[config.mk]
export PLATFORM = sky130hd
export DESIGN_NAME = mult_div_unit
export DESIGN_NICKNAME = d
export VERILOG_FILES = /design/src/rtl/mult_div_pkg.sv /design/src/rtl/mult_div_unit_div_step.sv /design/src/rtl/mult_div_unit.sv
export SDC_FILE = /design/constraint.sdc
export NUM_CORES = 1
export LEC_CHECK = 0
export BUFFER_PORTS_ARGS = -buffer_cell sky130_fd_sc_hd__buf_2
export CORE_AREA = 2 2 201 203
export CTS_CLUSTER_SIZE = 10
export DETAILED_ROUTE_END_ITERATION = 7
export DIE_AREA = 0 0 203 205
export GPL_TIMING_DRIVEN = 0
export PLACE_DENSITY = 0.61
export REMOVE_ABC_BUFFERS = 1
export SLEW_MARGIN = 20
export SYNTH_ARGS = -nofsm -noshare
export SYNTH_HDL_FRONTEND = slang
export SYNTH_SLANG_ARGS = --single-unit
[constraint.sdc]
create_clock -name clk -period 8.65 [get_ports clk]
set_clock_uncertainty 0.15 [all_clocks]
set_input_delay 1.73 -clock clk [delete_from_list [all_inputs] [get_ports clk]]
set_output_delay 1.73 -clock clk [all_outputs]
set_load 0.02 [all_outputs]
[src/rtl/mult_div_pkg.sv]
// Shared encodings and sizing helpers for the iterative multiply/divide unit.
package mult_div_pkg;

    localparam int MD_DATA_W = 32;

    typedef enum logic [1:0] {
        S_IDLE   = 2'b00,
        S_MULT   = 2'b01,
        S_DIV    = 2'b10,
        S_FINISH = 2'b11
    } md_state_t;

    localparam logic OP_MULT = 1'b0;
    localparam logic OP_DIV  = 1'b1;

    function automatic int md_cnt_w(input int w);
        return $clog2(w) + 1;
    endfunction

    localparam int MD_CNT_W = md_cnt_w(MD_DATA_W);

endpackage

[src/rtl/mult_div_unit_div_step.sv]
// One restoring-division step: shift in the next dividend bit, subtract if it fits.
module div_step
    import mult_div_pkg::*;
#(
    parameter int DATA_W = MD_DATA_W
) (
    input  logic [DATA_W-1:0] i_rem,
    input  logic [DATA_W-1:0] i_divisor,
    input  logic              i_bit,
    output logic [DATA_W-1:0] o_rem,
    output logic              o_qbit
);

    logic [DATA_W:0]   w_shift;
    logic [DATA_W-1:0] w_diff;

    assign w_shift = {i_rem, i_bit};
    // The remainder is always below the divisor, so a DATA_W-bit difference is exact.
    assign w_diff  = w_shift[DATA_W-1:0] - i_divisor;
    assign o_qbit  = (w_shift >= {1'b0, i_divisor});
    assign o_rem   = o_qbit ? w_diff : w_shift[DATA_W-1:0];

endmodule

[src/rtl/mult_div_unit.sv]
// Iterative multiplier (radix-2 Booth) / restoring divider producing the HI/LO pair.
// Define MULTDIV_UNSIGNED_EN to add the is_unsigned port (MULTU/DIVU semantics).
module mult_div_unit
    import mult_div_pkg::*;
#(
    parameter int DATA_W = MD_DATA_W
) (
    input  logic              clk,
    input  logic              reset,
    input  logic              start,
    input  logic              op,
`ifdef MULTDIV_UNSIGNED_EN
    input  logic              is_unsigned,
`endif
    input  logic [DATA_W-1:0] a,
    input  logic [DATA_W-1:0] b,
    output logic              busy,
    output logic              done,
    output logic              div_zero,
    output logic [DATA_W-1:0] hi,
    output logic [DATA_W-1:0] lo
);

    localparam int CNT_W = md_cnt_w(DATA_W);

    md_state_t                r_state;
    md_state_t                w_next;
    logic [CNT_W-1:0]         r_cnt;

    logic                     w_uns;
    logic                     w_sa;
    logic                     w_sb;
    logic                     w_b_zero;
    logic                     w_last;

    logic                     r_op;
    logic                     r_dz;
    logic                     r_neg_q;
    logic                     r_neg_r;
    logic                     r_bmsb;
    logic                     r_qm1;
    logic signed [DATA_W:0]   r_acc;
    logic signed [DATA_W:0]   r_mcand;
    logic signed [DATA_W:0]   w_sum;
    logic [DATA_W-1:0]        r_mq;

    logic [DATA_W-1:0]        r_rem;
    logic [DATA_W-1:0]        r_dvd;
    logic [DATA_W-1:0]        r_dvs;
    logic [DATA_W-1:0]        w_new_rem;
    logic                     w_qbit;

    logic                     r_busy;
    logic                     r_done;
    logic                     r_div_zero;
    logic [DATA_W-1:0]        r_hi;
    logic [DATA_W-1:0]        r_lo;

    function automatic logic [DATA_W-1:0] neg_if(input logic [DATA_W-1:0] v, input logic neg);
        return neg ? -v : v;
    endfunction

`ifdef MULTDIV_UNSIGNED_EN
    assign w_uns = is_unsigned;
`else
    assign w_uns = 1'b0;
`endif

    assign w_sa     = a[DATA_W-1] & ~w_uns;
    assign w_sb     = b[DATA_W-1] & ~w_uns;
    assign w_b_zero = (b == '0);
    assign w_last   = (r_cnt == CNT_W'(DATA_W - 1));

    always_ff @(posedge clk) begin
        if (reset) begin
            r_state <= S_IDLE;
        end else begin
            r_state <= w_next;
        end
    end

    always_comb begin
        w_next = r_state;
        case (r_state)
            S_IDLE: begin
                if (start) begin
                    if (op == OP_DIV) begin
                        w_next = w_b_zero ? S_FINISH : S_DIV;
                    end else begin
                        w_next = S_MULT;
                    end
                end
            end
            S_MULT, S_DIV: begin
                if (w_last) begin
                    w_next = S_FINISH;
                end
            end
            S_FINISH: w_next = S_IDLE;
            default:  w_next = S_IDLE;
        endcase
    end

    // Booth recoding of the multiplier's low bit pair selects add, subtract or pass.
    always_comb begin
        w_sum = r_acc;
        case ({r_mq[0], r_qm1})
            2'b10:   w_sum = r_acc - r_mcand;
            2'b01:   w_sum = r_acc + r_mcand;
            default: w_sum = r_acc;
        endcase
    end

    div_step #(
        .DATA_W    (DATA_W)
    ) u_div_step (
        .i_rem     (r_rem),
        .i_divisor (r_dvs),
        .i_bit     (r_dvd[DATA_W-1]),
        .o_rem     (w_new_rem),
        .o_qbit    (w_qbit)
    );

    always_ff @(posedge clk) begin
        if (reset) begin
            r_cnt      <= '0;
            r_op       <= OP_MULT;
            r_dz       <= 1'b0;
            r_neg_q    <= 1'b0;
            r_neg_r    <= 1'b0;
            r_bmsb     <= 1'b0;
            r_qm1      <= 1'b0;
            r_acc      <= '0;
            r_mcand    <= '0;
            r_mq       <= '0;
            r_rem      <= '0;
            r_dvd      <= '0;
            r_dvs      <= '0;
            r_busy     <= 1'b0;
            r_done     <= 1'b0;
            r_div_zero <= 1'b0;
            r_hi       <= '0;
            r_lo       <= '0;
        end else begin
            r_done     <= 1'b0;
            r_div_zero <= 1'b0;
            case (r_state)
                S_IDLE: begin
                    if (start) begin
                        r_cnt   <= '0;
                        r_op    <= op;
                        r_dz    <= (op == OP_DIV) && w_b_zero;
                        r_busy  <= 1'b1;
                        r_mcand <= {a[DATA_W-1] & ~w_uns, a};
                        r_acc   <= '0;
                        r_mq    <= b;
                        r_qm1   <= 1'b0;
                        r_bmsb  <= b[DATA_W-1] & w_uns;
                        r_rem   <= '0;
                        r_dvd   <= neg_if(a, w_sa);
                        r_dvs   <= neg_if(b, w_sb);
                        r_neg_q <= w_sa ^ w_sb;
                        r_neg_r <= w_sa;
                    end
                end
                S_MULT: begin
                    {r_acc, r_mq, r_qm1} <= {w_sum[DATA_W], w_sum, r_mq};
                    r_cnt <= r_cnt + CNT_W'(1);
                end
                S_DIV: begin
                    r_rem <= w_new_rem;
                    r_dvd <= {r_dvd[DATA_W-2:0], w_qbit};
                    r_cnt <= r_cnt + CNT_W'(1);
                end
                S_FINISH: begin
                    r_busy     <= 1'b0;
                    r_done     <= 1'b1;
                    r_div_zero <= r_dz;
                    if (!r_dz) begin
                        if (r_op == OP_MULT) begin
                            // Unsigned multiplier with MSB set: Booth weighted it -2^(W-1), add back a*2^W.
                            r_hi <= r_acc[DATA_W-1:0] + (r_bmsb ? r_mcand[DATA_W-1:0] : '0);
                            r_lo <= r_mq;
                        end else begin
                            r_hi <= neg_if(r_rem, r_neg_r);
                            r_lo <= neg_if(r_dvd, r_neg_q);
                        end
                    end
                end
                default: ;
            endcase
        end
    end

    assign busy     = r_busy;
    assign done     = r_done;
    assign div_zero = r_div_zero;
    assign hi       = r_hi;
    assign lo       = r_lo;

endmodule

Word-level counts from Yosys, hierarchy flattened
Cells that the tools add are included.
{"block": "word_totals", "n_memories": 0, "wordCells": 82, "latchBits": 0, "romBits": 0, "ff_bits": 273, "mem_bits_rw": 0}
{"block": "classes", "muxes": 28, "n_div": 0, "mul": 0, "magnitude_cmp": 1, "n_reduce_logical": 16, "n_addsub": 8, "n_eq_ne": 8, "n_bitwise": 3, "shift": 0}
{"operator": "32-bit two-way mux", "n": 10}
{"operator": "32-bit one-hot mux with 2 select lines", "n": 3}
{"operator": "33-bit one-hot mux with 2 select lines", "n": 2}
{"operator": "32-bit negation", "n": 4}
{"operator": "33-bit by 32-bit adder with 33-bit output", "n": 1}
{"operator": "33-bit by 32-bit greater-or-equal comparator with 1-bit output", "n": 1}
{"operator": "33-bit two-way mux", "n": 1}
{"operator": "33-bit by 32-bit subtractor with 33-bit output", "n": 1}
{"operator": "32-bit logical NOT", "n": 1}
{"operator": "32-bit subtractor", "n": 1}
{"operator": "2-bit AND reduction", "n": 7}
{"operator": "6-bit one-hot mux with 2 select lines", "n": 1}
{"operator": "2-bit nonzero test", "n": 4}
{"operator": "6-bit by 1-bit adder with 6-bit output (second input constant)", "n": 1}
{"operator": "2-bit == test (second input constant)", "n": 3}
{"operator": "6-bit by 5-bit == test with 1-bit output (second input constant)", "n": 1}
{"operator": "2-bit two-way mux", "n": 3}
{"operator": "6-bit two-way mux", "n": 1}
{"operator": "2-bit one-hot mux with 3 select lines", "n": 1}
{"operator": "2-bit by 1-bit == test with 1-bit output (second input constant)", "n": 2}
{"operator": "1-bit two-way mux", "n": 4}
{"operator": "1-bit one-hot mux with 2 select lines", "n": 2}
{"operator": "2-bit OR reduction", "n": 2}
{"operator": "2-bit logical NOT", "n": 1}
{"operator": "other kinds (5)", "n": 6}

Longest topological paths before layout
Gate-level depths: netlist of the first run.
{"block": "logic_depth", "depth_word": 5, "ltp_mapped": 20, "depth_no_buf": 20}

Hierarchy
From an unflattened synthesis of the first run, not the netlist that was laid out.
{"block": "hier_totals", "cells_unflattened": 2325, "hier_area_um2": 17984.7}
{"mod": "mult_div_unit", "area_each_um2": 15653.8, "instances": 1, "seq_area_each_um2": 5425.2, "cells_per_inst": 2002}
{"mod": "div_step", "area_each_um2": 2331.0, "instances": 1, "seq_area_each_um2": 0.0, "cells_per_inst": 323}

Worst setup path after synthesis of the first run
No wires, ideal clock.
{"block": "synth_path", "path_kind": "reg2reg", "startpoint": "reg r_mcand[8]", "endpoint": "reg r_acc[29]", "path_stages_with_launch": 20, "t_arrival_ns": 4.141, "setup_slack_ns": 4.231, "required_ns": 8.372, "n_path_buf": 0, "period_less_slack_ns": 4.419, "path_cell_list": "dfxtp_1 -> or4_1 -> nor4_2 -> nand2b_1 -> or4_1 -> nor2_1 -> nand2_1 -> nor4_1 -> nor2_1 -> xor2_1 -> ha_1 -> a21o_1 -> a21oi_1 -> nor2b_1 -> or4_1 -> o21ai_0 -> o31a_1 -> xnor2_1 -> a222oi_1 -> nor2_1"}
{"block": "synth_between", "elab_chain_len": 3, "elab_cells_between_ends": 4, "cone_classes": "2 x add/sub; 2 x mux"}
{"element": "from (decl)", "line": "mult_div_unit.sv:43", "source": "logic signed [DATA_W:0] r_mcand;"}
{"element": "from (signal assigned)", "line": "mult_div_unit.sv:154", "source": "r_mcand <= {a[DATA_W-1] & ~w_uns, a};"}
{"element": "33-bit by 32-bit adder with 33-bit output / 33-bit by 32-bit subtractor with 33-bit output (equally long branches)", "line": "mult_div_unit.sv:109, mult_div_unit.sv:108"}
{"element": "33-bit one-hot mux with 2 select lines (*)", "line": "mult_div_unit.sv:107", "source": "case ({r_mq[0], r_qm1})"}
{"element": "33-bit one-hot mux with 2 select lines (*)", "line": "mult_div_unit.sv:147", "source": "case (r_state)"}
{"element": "to (signal assigned)", "line": "mult_div_unit.sv:167", "source": "{r_acc, r_mq, r_qm1} <= {w_sum[DATA_W], w_sum, r_mq};"}
{"element": "to (decl)", "line": "mult_div_unit.sv:42", "source": "logic signed [DATA_W:0] r_acc;"}
Mark *: on every way between the ends. The rest lies on a longest branch, timed or not.
A chain may end at the register's enable or synchronous reset.

Final worst setup path of the first run
Same ends and word-level chain as after synthesis.

==> results of run 1 <==
[final cells by class]
cell class / count / area (um2)
clock buffer: 47 / 961
sequential: 271 / 5430
clock inverter: 6 / 116
tap: 525 / 657
fill: 3887 / 19600
inverter: 68 / 255
timing repair buffer: 145 / 941
multi-input combinational: 1788 / 11400
[where the power goes]
group / switching [mW] / internal [mW]
Sequential: 0.291 / 1.49
Clock: 0.580 / 0.840
Combinational: 1.82 / 1.06
[routing by layer]
metal / vias to the layer above / wire length (um) / GRT usage
met4: 0 / 1270 / 0.0678
met5: - / 0 / 0
met2: 424 / 24900 / 0.425
met3: 60 / 2770 / 0.0344
met1: 7799 / 25000 / 0.345
li1: 8234 / - / -
[final timing paths]
| kind | slack (ns) | startpoint | cells past startpoint | end |
|---|---|---|---|---|
| worst min-delay path | 0.31 | r_mcand[27] | 2 | r_mcand[27] |
| worst max-delay path | 3.55 | r_mcand[8] | 19 | r_acc[29] |
| worst min register to register | 0.31 | r_mcand[27] | 2 | r_mcand[27] |
| worst max register to register | 3.55 | r_mcand[8] | 19 | r_acc[29] |
[registers in the layout (all words and copies together) (netlist names), 31 cells and up]
| signal | cells |
|---|---|
| hi | 32 |
| lo | 32 |
| r_acc | 32 |
| r_dvd | 32 |
| r_dvs | 32 |
| r_mcand | 31 |
| r_mq | 32 |
| r_rem | 32 |
[cells in the final DEF, fill, tap and decap left out, types with 9 or more instances in the layout]
cell type	Yosys	routed
o21ai_0	121	120
buf_2	4	133
xor2_1	143	143
a22oi_1	12	12
nand4_1	10	10
a21o_1	29	28
and3_1	10	10
a211oi_1	135	135
nor3_1	21	21
inv_1	66	66
o31ai_1	34	34
o41ai_1	20	20
dfxtp_1	271	268
nor2_1	302	299
clkbuf_16	0	35
o211ai_1	30	30
mux2i_1	64	64
a21oi_1	217	215
nand2_1	250	249
a222oi_1	19	19
nand2b_1	17	16
xnor2_1	60	60
ha_1	75	72
o21bai_1	12	12
or4_1	26	26
or3_1	12	12
nor2b_1	20	20
nor4_1	9	9
nand3_1	29	29
[worst max-delay path, cell delays in order, from the launching register on]
cell,delay [ns]
dfxtp_1,0.34
or4_1,0.61
nor4_2,0.20
nand2b_1,0.13
or4_1,0.52
nor2_1,0.12
nand2_1,0.10
nor4_1,0.21
nor2_1,0.08
xor2_1,0.35
ha_1,0.37
a21o_1,0.21
a21oi_1,0.14
nor2b_1,0.07
or4_1,0.39
o21ai_0,0.34
o31a_1,0.20
xnor2_1,0.07
a222oi_1,0.31
nor2_1,0.06
[logic make-up after synthesis]
group	count (synthesis)	share of synthesized area
AOI/OAI and AO/OA	693	0.258
muxes	68	0.0391
buffers and inverters	214	0.0460
adders and majority gates	77	0.0557
and+or+nand+nor	747	0.191
DFF	271	0.309
xor gates and xnor gates	203	0.101
==> metrics.txt, run 1 <==
# TYPE chip_impl_metric gauge
chip_impl_metric{name="grt_start_max_net_pins",unit=""} 121
chip_impl_metric{name="first_global_vias",unit=""} 15252
chip_impl_metric{name="cts_htree_levels",unit=""} 2
chip_impl_info{name="synthFlopType",value="dfxtp_1"} 1
chip_impl_metric{name="globalRouteTotalUtil",unit=""} 0.254
chip_impl_metric{name="critPathRequiredTime",unit="ns"} 8.91
chip_impl_info{name="post-synth-top-count-cell",value="nor2_1"} 1
chip_impl_metric{name="path_max_fanout",unit=""} 6
chip_impl_metric{name="slew_hr",unit=""} 0.314
chip_impl_metric{name="p_leak",unit="nW"} 8.02
chip_impl_metric{name="syn_to_final_growth",unit="%"} 12.7
chip_impl_metric{name="chipWidth",unit="um"} 203
chip_impl_metric{name="mapped_cells",unit=""} 2273
chip_impl_metric{name="antenna_found_initial",unit=""} 0
chip_impl_metric{name="tightestPinTransition",unit="ns"} 1.03
chip_impl_metric{name="core-area",unit="mm2"} 0.0394
chip_impl_metric{name="dr.first_iter.drc_count",unit=""} 1163
chip_impl_metric{name="maxSlewViolCount",unit=""} 0
chip_impl_metric{name="wire_length_of_the_first_global_routing_pass",unit="um"} 84500
chip_impl_metric{name="synth_top_area_share",unit=""} 0.309
chip_impl_metric{name="power_total",unit="mW"} 6.08
chip_impl_info{name="clockRootBuffer",value="clkbuf_16"} 1
chip_impl_metric{name="post-place-ws",unit="ns"} 3.58
chip_impl_metric{name="via_count",unit=""} 16517
chip_impl_metric{name="dp_hpwl",unit="um"} 40000
chip_impl_metric{name="initial_core_utilization",unit=""} 0.446
chip_impl_metric{name="drt_drc",unit=""} 2
chip_impl_metric{name="finalCritPeriodShare",unit=""} 0.590
chip_impl_metric{name="worst_ir_drop_vdd",unit="mV"} 0.217
chip_impl_metric{name="syn-mean-instance-area",unit="um2"} 7.72
chip_impl_metric{name="setup_violations",unit=""} 0
chip_impl_metric{name="clockBufferDepth",unit=""} 3
chip_impl_metric{name="grt_remaining_overflow",unit=""} 0
chip_impl_metric{name="finalNonFillerCells",unit=""} 2850
chip_impl_metric{name="gp_congestion",unit=""} 0.892
chip_impl_metric{name="postLayoutCellArea",unit="mm2"} 0.0198
chip_impl_info{name="post-synth-top-area-cell",value="dfxtp_1"} 1
chip_impl_metric{name="detail_route.wirelength",unit="um"} 54000
chip_impl_info{name="hold_class",value="flop to flop"} 1
chip_impl_metric{name="finish.net_count",unit=""} 2454
chip_impl_metric{name="clock_transition_at_the_registers_of_the_reported_paths",unit="ns"} 0.06
chip_impl_metric{name="drt.antenna.violating_nets",unit=""} 0
chip_impl_metric{name="period_minus_slack",unit="ns"} 5.10
chip_impl_metric{name="post_cts_buffers",unit=""} 0
chip_impl_metric{name="yosys.cell_types.count",unit=""} 70
chip_impl_info{name="synth.top_cells.by_area",value="dfxtp_1 31%, xor2_1 7.1%, nor2_1 6.5%"} 1
chip_impl_info{name="worstSetupPathType",value="flop to flop"} 1
chip_impl_metric{name="synth_seq_cells",unit=""} 271
chip_impl_metric{name="cts_repair_resize_count",unit=""} 0
chip_impl_metric{name="timing.fmax",unit="MHz"} 196
chip_impl_metric{name="source_to_sink_clock_delay_at_the_later_pin_of_the_worst_skew_pair",unit="ns"} 0.55
chip_impl_metric{name="hold-worst-slack",unit="ns"} 0.311
chip_impl_metric{name="fin_setup_tns",unit="ns"} 0
chip_impl_info{name="failed_checks",value="DRC"} 1
chip_impl_metric{name="numPlacedInstances",unit=""} 2797
chip_impl_metric{name="synth_edf_count",unit=""} 0
chip_impl_metric{name="seq_area_frac_synth",unit=""} 0.309
chip_impl_metric{name="layout-drive-gt1-share",unit=""} 0.104
chip_impl_metric{name="port_buffers",unit=""} 134
chip_impl_info{name="tritoncts",value="built"} 1
chip_impl_info{name="outcome",value="finished with violations"} 1
chip_impl_info{name="end_kind",value="flop"} 1
chip_impl_metric{name="cap_violations",unit=""} 0
chip_impl_metric{name="holdBufCountCts",unit=""} 0
chip_impl_metric{name="report.final.hold_viol_count",unit=""} 0
chip_impl_info{name="startpoint_type",value="flop"} 1
chip_impl_metric{name="antenna_cells",unit=""} 0
chip_impl_metric{name="yosysWarningCount",unit=""} 0
chip_impl_metric{name="post_drt_via_cell_ratio",unit=""} 5.80
chip_impl_metric{name="core_util_final",unit=""} 0.502
chip_impl_metric{name="post_dp_cell_area",unit="mm2"} 0.0187
chip_impl_metric{name="cts_num_sinks",unit=""} 271
chip_impl_metric{name="detail_route.wl_per_cell",unit="um"} 19.0
chip_impl_metric{name="die_boundary_height",unit="um"} 205
chip_impl_metric{name="design.portCount",unit=""} 135
chip_impl_metric{name="fp.dieArea",unit="mm2"} 0.0416
chip_impl_metric{name="dr.pass1.iters",unit=""} 8
chip_impl_metric{name="fp-row-count",unit=""} 73
chip_impl_metric{name="cts_made_buffers",unit=""} 35
chip_impl_metric{name="synth.cell_area",unit="mm2"} 0.0176
chip_impl_metric{name="power-per-cell-area",unit="mW/mm2"} 307
chip_impl_metric{name="synthArstFlopShare",unit=""} 0
chip_impl_metric{name="layout_setup_ws",unit="ns"} 3.55
chip_impl_metric{name="cp.arrival",unit="ns"} 5.37
chip_impl_info{name="ys_top_cells_by_count",value="302 x nor2_1, 271 x dfxtp_1, 250 x nand2_1, 217 x a21oi_1, 143 x xor2_1"} 1
chip_impl_info{name="rsz0062_at_grt",value="no"} 1
Note: power is estimated with default switching activity, not from simulation.
==> inputs of run 2 (changes only) <==
Clock period 8.65 ns to 5.1 ns, I/O delays scaled along.
==> metrics.txt, run 2 (synthesis gave the netlist of run 1 again) <==
# TYPE chip_impl_metric gauge
chip_impl_metric{name="report.final.hold_viol_count",unit=""} 0
chip_impl_info{name="worstSetupPathType",value="flop to flop"} 1
chip_impl_metric{name="seq_area",unit="mm2"} 0.00543
chip_impl_metric{name="worst_ir_drop_vdd",unit="mV"} 0.370
chip_impl_metric{name="post_cts_buffers",unit=""} 0
chip_impl_info{name="routed.top_layer",value="met4"} 1
chip_impl_info{name="startpoint_type",value="flop"} 1
chip_impl_metric{name="cts_made_buffers",unit=""} 35
chip_impl_metric{name="critical_path_buf_inv_count",unit=""} 0
chip_impl_metric{name="drt.antenna.violating_nets",unit=""} 0
chip_impl_info{name="timing.critical_path.max_delay_family",value="simple AND/OR/NAND/NOR gates"} 1
chip_impl_info{name="outcome",value="finished clean"} 1
chip_impl_metric{name="tightestPinTransition",unit="ns"} 1.02
chip_impl_metric{name="cap_violations",unit=""} 0
chip_impl_metric{name="cts_htree_levels",unit=""} 2
chip_impl_info{name="crit_path_cell_trace",value="or4_4, nor4_4, nand2b_1, or4_4, nor3_1, nor2_1, xor2_1, ha_1, o41ai_1, nand4b_1, a31oi_1, o21ai_0, a21o_1, a21oi_1, mux2_2, a21oi_1"} 1
chip_impl_metric{name="path_max_fanout",unit=""} 6
chip_impl_metric{name="post_drt_via_cell_ratio",unit=""} 5.81
chip_impl_metric{name="slew_hr",unit=""} 0.320
chip_impl_info{name="mostFrequentLayoutCell",value="nor2_1"} 1
chip_impl_metric{name="drt-met1-wl",unit="um"} 25000
chip_impl_info{name="timing.hold.worst.start",value="r_mcand[27]"} 1
chip_impl_metric{name="critPathRequiredTime",unit="ns"} 5.42
chip_impl_metric{name="n_fill_cell",unit=""} 3884
chip_impl_metric{name="syn_to_final_growth",unit="%"} 12.9
chip_impl_info{name="min_delay_worst_endpoint",value="r_mcand[27]"} 1
chip_impl_metric{name="r2r.worst_path.cells",unit=""} 16
chip_impl_metric{name="clockBufferDepth",unit=""} 3
chip_impl_metric{name="core_util_final",unit=""} 0.503
chip_impl_metric{name="via_count",unit=""} 16552
chip_impl_metric{name="source_to_sink_clock_delay_at_the_later_pin_of_the_worst_skew_pair",unit="ns"} 0.55
chip_impl_metric{name="wire_length_of_the_first_global_routing_pass",unit="um"} 84500
chip_impl_metric{name="wl_met2",unit="um"} 25000
chip_impl_metric{name="grt_start_max_net_pins",unit=""} 121
chip_impl_metric{name="finish.net_count",unit=""} 2454
chip_impl_metric{name="die_boundary_height",unit="um"} 205
chip_impl_metric{name="crit_path_max_incr_delay",unit="ns"} 0.58
chip_impl_info{name="clockRootBuffer",value="clkbuf_16"} 1
chip_impl_metric{name="port_buffers",unit=""} 134
chip_impl_metric{name="fp.dieArea",unit="mm2"} 0.0416
chip_impl_metric{name="p_leak",unit="nW"} 8.02
chip_impl_metric{name="multiInputGateArea",unit="mm2"} 0.0115
chip_impl_metric{name="dr.pass1.iters",unit=""} 6
chip_impl_info{name="most_frequent_cells_in_the_layout",value="299 x nor2_1, 268 x dfxtp_1, 249 x nand2_1"} 1
chip_impl_metric{name="dp_hpwl",unit="um"} 40000
chip_impl_metric{name="clock_transition_at_the_registers_of_the_reported_paths",unit="ns"} 0.06
chip_impl_metric{name="fp-row-count",unit=""} 73
chip_impl_metric{name="layout-drive-gt1-share",unit=""} 0.106
chip_impl_metric{name="cts_num_sinks",unit=""} 271
chip_impl_metric{name="reg2reg_slack",unit="ns"} 0.19
chip_impl_metric{name="met3_wirelength",unit="um"} 2740
chip_impl_metric{name="globalRouteTotalUtil",unit=""} 0.254
chip_impl_metric{name="cp.arrival",unit="ns"} 5.22
chip_impl_metric{name="chipWidth",unit="um"} 203
chip_impl_metric{name="postLayoutCellArea",unit="mm2"} 0.0198
chip_impl_metric{name="finalCritPeriodShare",unit=""} 0.962
chip_impl_metric{name="maxSlewViolCount",unit=""} 0
chip_impl_metric{name="grt_remaining_overflow",unit=""} 0
chip_impl_info{name="tritoncts",value="built"} 1
chip_impl_metric{name="drt_drc",unit=""} 0
chip_impl_metric{name="power-per-cell-area",unit="mW/mm2"} 522
chip_impl_metric{name="core-area",unit="mm2"} 0.0394
chip_impl_metric{name="period_minus_slack",unit="ns"} 4.91
chip_impl_metric{name="antenna_cells",unit=""} 0
chip_impl_metric{name="post_dp_cell_area",unit="mm2"} 0.0187
chip_impl_metric{name="antenna_found_initial",unit=""} 0
chip_impl_info{name="end_kind",value="flop"} 1
chip_impl_info{name="rr_endpoint",value="r_acc[30]"} 1
chip_impl_metric{name="hold_path_depth",unit=""} 2
chip_impl_metric{name="detail_route.wirelength",unit="um"} 54100
chip_impl_metric{name="detail_route.wl_per_cell",unit="um"} 19.0
chip_impl_metric{name="timing.fmax",unit="MHz"} 204
chip_impl_metric{name="initial_core_utilization",unit=""} 0.446
chip_impl_info{name="hold_class",value="flop to flop"} 1
chip_impl_info{name="cpMaxStageDelayCell",value="or4_4"} 1
chip_impl_metric{name="dr.first_iter.drc_count",unit=""} 1156
chip_impl_metric{name="setup_violations",unit=""} 0
chip_impl_metric{name="design.portCount",unit=""} 135
chip_impl_metric{name="first_global_vias",unit=""} 15252
chip_impl_info{name="worst_r2r_startpoint",value="r_mcand[8]"} 1
chip_impl_metric{name="gp_congestion",unit=""} 0.892
run 2: through the flow:
| stage | power [mW] | std cells | setup WS, ns | TNS [ns] | hold slack [ns] |
|---|---|---|---|---|---|
| after floorplan | 6.37 | 2127 | -0.818 | -16.99 | 0.276 |
| after global placement | 7.73 | 2786 | -4.44 | -275.49 | 0.297 |
| after CTS | 10.3 | 2850 | 0.0226 | 0 | 0.313 |
| after global routing | 11.0 | 2850 | -0.000198 | -0.000198 | 0.337 |
| final | 10.3 | 2850 | 0.193 | 0 | 0.309 |
| after detailed placement | 7.91 | 2797 | 0.0290 | 0 | 0.306 |
run 2: metal layers:
metal,up-vias,global-route usage
li1,8234,-
met1,7834,0.345
met4,0,0.0678
met5,-,0
met3,60,0.0344
met2,424,0.425
run 2: power by group:
group | internal, mW | switching (mW) | leakage (nW)
sequential | 2.53 | 0.501 | 2.21
combinational | 1.81 | 3.10 | 5.29
clock | 1.42 | 0.985 | 0.522
total | 5.77 | 4.58 | 8.02
run 2: worst max-delay path by stage:
stage	startpoint	to	slack [ns]	cells after the start
final	r_mcand[8]	r_acc[30]	0.19	16
after global routing	r_mcand[8]	r_acc[29]	-0.0002	19
after CTS	r_mcand[8]	r_acc[29]	0.02	19
after detailed placement	r_mcand[8]	r_acc[29]	0.03	19
after global placement	r_state[0]	r_rem[27]	-4.44	7
after floorplan	r_state[0]	r_rem[27]	-0.82	7
run 2: layout make-up:
| type | count | share of cell area |
|---|---|---|
| tap | 525 | 0.0331 |
| clock inverter | 6 | 0.00587 |
| inverter | 68 | 0.0129 |
| multi-input combinational | 1788 | 0.578 |
| sequential | 271 | 0.274 |
| timing repair buffer | 145 | 0.0475 |
| clock buffer | 47 | 0.0485 |
run 2: timing repair:
| action | in CTS | in global routing |
|---|---|---|
| hold buffers | 0 | 0 |
| gates resized for setup | 0 | 8 |
| endpoints found under the hold margin | 0 | 0 |
| endpoints found under the setup margin | 0 | 6 |
run 2: tightest hold or removal path, cell delays in order (launching register included):
cell	delay, ns
dfxtp_1	0.31
nand2_1	0.05
a21oi_1	0.05
==> inputs of run 3 (changes only) <==
Settings changed: PLACE_DENSITY 0.61 to 0.63.
Clock period 5.1 ns to 4 ns, I/O delays scaled along.
==> metrics.txt, run 3 (synthesis gave the netlist of run 1 again) <==
# TYPE chip_impl_metric gauge
chip_impl_metric{name="layout_setup_ws",unit="ns"} -0.510
chip_impl_metric{name="clock_power_share",unit=""} 0.224
chip_impl_metric{name="power.internal",unit="mW"} 7.55
chip_impl_metric{name="tightestPinTransition",unit="ns"} 1.05
chip_impl_info{name="most_frequent_cells_in_the_layout",value="295 x nor2_1, 263 x dfxtp_1, 246 x nand2_1"} 1
chip_impl_info{name="rr_endpoint",value="r_acc[31]"} 1
chip_impl_metric{name="maxSlewViolCount",unit=""} 0
chip_impl_metric{name="r2r.worst_path.cells",unit=""} 21
chip_impl_metric{name="core-area",unit="mm2"} 0.0394
chip_impl_metric{name="globalRouteTotalUtil",unit=""} 0.258
chip_impl_metric{name="period_minus_slack",unit="ns"} 4.51
chip_impl_info{name="worstSetupPathType",value="flop to flop"} 1
chip_impl_metric{name="wire_length_of_the_first_global_routing_pass",unit="um"} 85600
chip_impl_metric{name="drt_drc",unit=""} 0
chip_impl_metric{name="fin_setup_tns",unit="ns"} -3.92
chip_impl_info{name="outcome",value="finished with violations"} 1
chip_impl_metric{name="numPlacedInstances",unit=""} 2796
chip_impl_metric{name="detail_route.wirelength",unit="um"} 54800
chip_impl_metric{name="finalCritPeriodShare",unit=""} 1.13
chip_impl_metric{name="layout-drive-gt1-share",unit=""} 0.137
chip_impl_metric{name="p_leak",unit="nW"} 8.20
chip_impl_metric{name="critPathRequiredTime",unit="ns"} 4.33
chip_impl_info{name="worst_path_most_repeated_cell",value="a21o_1"} 1
chip_impl_metric{name="source_to_sink_clock_delay_at_the_later_pin_of_the_worst_skew_pair",unit="ns"} 0.57
chip_impl_metric{name="power-per-cell-area",unit="mW/mm2"} 669
chip_impl_metric{name="hold_path_depth",unit=""} 2
chip_impl_metric{name="gp_congestion",unit=""} 0.912
chip_impl_info{name="hold_class",value="flop to flop"} 1
chip_impl_metric{name="dr.pass1.iters",unit=""} 5
chip_impl_metric{name="critical_path_buf_inv_count",unit=""} 1
chip_impl_metric{name="clockBufferDepth",unit=""} 3
chip_impl_metric{name="setup_violations",unit=""} 11
chip_impl_metric{name="chipWidth",unit="um"} 203
chip_impl_info{name="crit_path_cell_trace",value="or4_4, nor4_4, nand2b_1, or4_4, nor2_2, nand2_2, nor2_1, nor2_1, xor2_2, ha_1, a21o_1, a21o_1, a21o_1, a21o_1, a21oi_2, o21ai_1, a41oi_2, buf_4, o21ai_2, xnor2_2, o41ai_2"} 1
chip_impl_metric{name="reg2reg_slack",unit="ns"} -0.51
chip_impl_metric{name="cts_htree_levels",unit=""} 2
chip_impl_metric{name="power.switching_fraction",unit=""} 0.445
chip_impl_metric{name="worst_ir_drop_vdd",unit="mV"} 0.387
chip_impl_metric{name="grt_start_max_net_pins",unit=""} 124
chip_impl_metric{name="cp.arrival",unit="ns"} 4.84
chip_impl_info{name="cpMaxStageDelayCell",value="or4_4"} 1
chip_impl_metric{name="power_total",unit="mW"} 13.6
chip_impl_info{name="min_delay_worst_endpoint",value="r_dvs[29]"} 1
chip_impl_metric{name="initial_core_utilization",unit=""} 0.446
chip_impl_info{name="timing.hold.worst.start",value="r_dvs[29]"} 1
chip_impl_metric{name="port_buffers",unit=""} 134
chip_impl_metric{name="cap_violations",unit=""} 0
chip_impl_metric{name="drt.antenna.violating_nets",unit=""} 0
chip_impl_metric{name="cts_made_buffers",unit=""} 35
chip_impl_metric{name="clock_transition_at_the_registers_of_the_reported_paths",unit="ns"} 0.06
chip_impl_metric{name="cts_num_sinks",unit=""} 271
chip_impl_metric{name="grt_remaining_overflow",unit=""} 0
chip_impl_metric{name="antenna_cells",unit=""} 0
chip_impl_metric{name="first_global_vias",unit=""} 15379
chip_impl_metric{name="syn_to_final_growth",unit="%"} 15.8
chip_impl_info{name="rsz0062_at_grt",value="yes"} 1
chip_impl_metric{name="detail_route.wl_per_cell",unit="um"} 19.1
chip_impl_metric{name="slew_hr",unit=""} 0.297
chip_impl_info{name="end_kind",value="flop"} 1
chip_impl_metric{name="dp_hpwl",unit="um"} 39800
chip_impl_metric{name="antenna_found_initial",unit=""} 0
chip_impl_metric{name="fp-row-count",unit=""} 73
chip_impl_info{name="worst_r2r_startpoint",value="r_mcand[9]"} 1
chip_impl_info{name="clockRootBuffer",value="clkbuf_16"} 1
chip_impl_metric{name="finalNonFillerCells",unit=""} 2871
chip_impl_metric{name="post_drt_via_cell_ratio",unit=""} 5.86
chip_impl_metric{name="die_boundary_height",unit="um"} 205
chip_impl_metric{name="path_max_fanout",unit=""} 3
chip_impl_info{name="tritoncts",value="built"} 1
chip_impl_metric{name="design.portCount",unit=""} 135
chip_impl_metric{name="sequential_power_share",unit=""} 0.286
chip_impl_metric{name="power.net_switching",unit="mW"} 6.05
chip_impl_metric{name="finish.net_count",unit=""} 2477
chip_impl_metric{name="post-place-ws",unit="ns"} -1.13
chip_impl_metric{name="crit_path_max_incr_delay",unit="ns"} 0.54
chip_impl_metric{name="timing.fmax",unit="MHz"} 222
chip_impl_info{name="mostFrequentLayoutCell",value="nor2_1"} 1
chip_impl_metric{name="dr.first_iter.drc_count",unit=""} 1425
chip_impl_info{name="startpoint_type",value="flop"} 1
chip_impl_metric{name="via_count",unit=""} 16812
chip_impl_info{name="timing.critical_path.max_delay_family",value="simple AND/OR/NAND/NOR gates"} 1
chip_impl_metric{name="combinational_share_of_power",unit=""} 0.490
chip_impl_metric{name="fp.dieArea",unit="mm2"} 0.0416
chip_impl_info{name="failed_checks",value="setup timing"} 1
chip_impl_metric{name="report.final.hold_viol_count",unit=""} 0
## run 3: cell type report
| class | count | area [um2] |
|---|---|---|
| Clock buffer | 43 | 926 |
| Fill cell | 3846 | 19000 |
| Multi-Input combinational cell | 1789 | 11800 |
| Timing Repair Buffer | 167 | 1110 |
| Sequential cell | 271 | 5440 |
| Inverter | 68 | 256 |
| Clock inverter | 8 | 158 |
| Tap cell | 525 | 657 |
## run 3: worst max-delay path by stage
stage                           end  startpoint  slack (ns)  depth (start not counted)
after floorplan           r_rem[27]  r_state[0]       -1.92                          7
after global placement    r_rem[27]  r_state[0]       -5.38                          7
after detailed placement  r_acc[29]  r_mcand[8]       -1.13                         19
after CTS                 r_acc[29]  r_mcand[9]       -0.47                         19
after global routing      r_acc[27]  r_mcand[9]       -0.71                         21
final                     r_acc[31]  r_mcand[9]       -0.51                         21
## run 3: what timing repair did
item | CTS | global route
buffers inserted | 17 | 6
setup endpoints to repair | 22 | 37
pin swaps | 38 | 29
gates resized for setup | 46 | 39
hold buffers | 0 | 0
gates cloned | 0 | 1
## run 3: power by group through the flow
stage          sequential (mW)  combinational [mW]  clock, mW
2_1_floorplan             3.76                4.36          0
3_3_place_gp              3.93                5.92          0
3_5_place_dp              3.91                6.15          0
4_1_cts                   3.86                6.47       3.10
5_1_grt                   3.97                7.36       3.21
6_report                  3.89                6.66       3.05
## run 3: tightest hold or removal path, delay by kind of cell (launching register included)
kind | cells | cell delay (ns)
simple gates | 1 | 0.06
compound gates | 1 | 0.05
flops | 1 | 0.31
## run 3: per-layer routing
| layer | GRT usage | wire length (um) | vias up |
|---|---|---|---|
| li1 | - | - | 8260 |
| met1 | 0.349 | 25100 | 8036 |
| met2 | 0.426 | 25500 | 423 |
| met3 | 0.0340 | 2690 | 93 |
| met4 | 0.0858 | 1500 | 0 |
| met5 | 0 | 0 | - |
## run 3: per-stage QoR
stage	hold WS (ns)	area, um2	utilization
floorplan	0.276	17000	-
global placement	0.298	18300	0.466
detailed placement	0.311	18700	0.474
CTS	0.316	20100	0.510
global route	0.354	20300	0.516
finish	0.316	20300	0.516
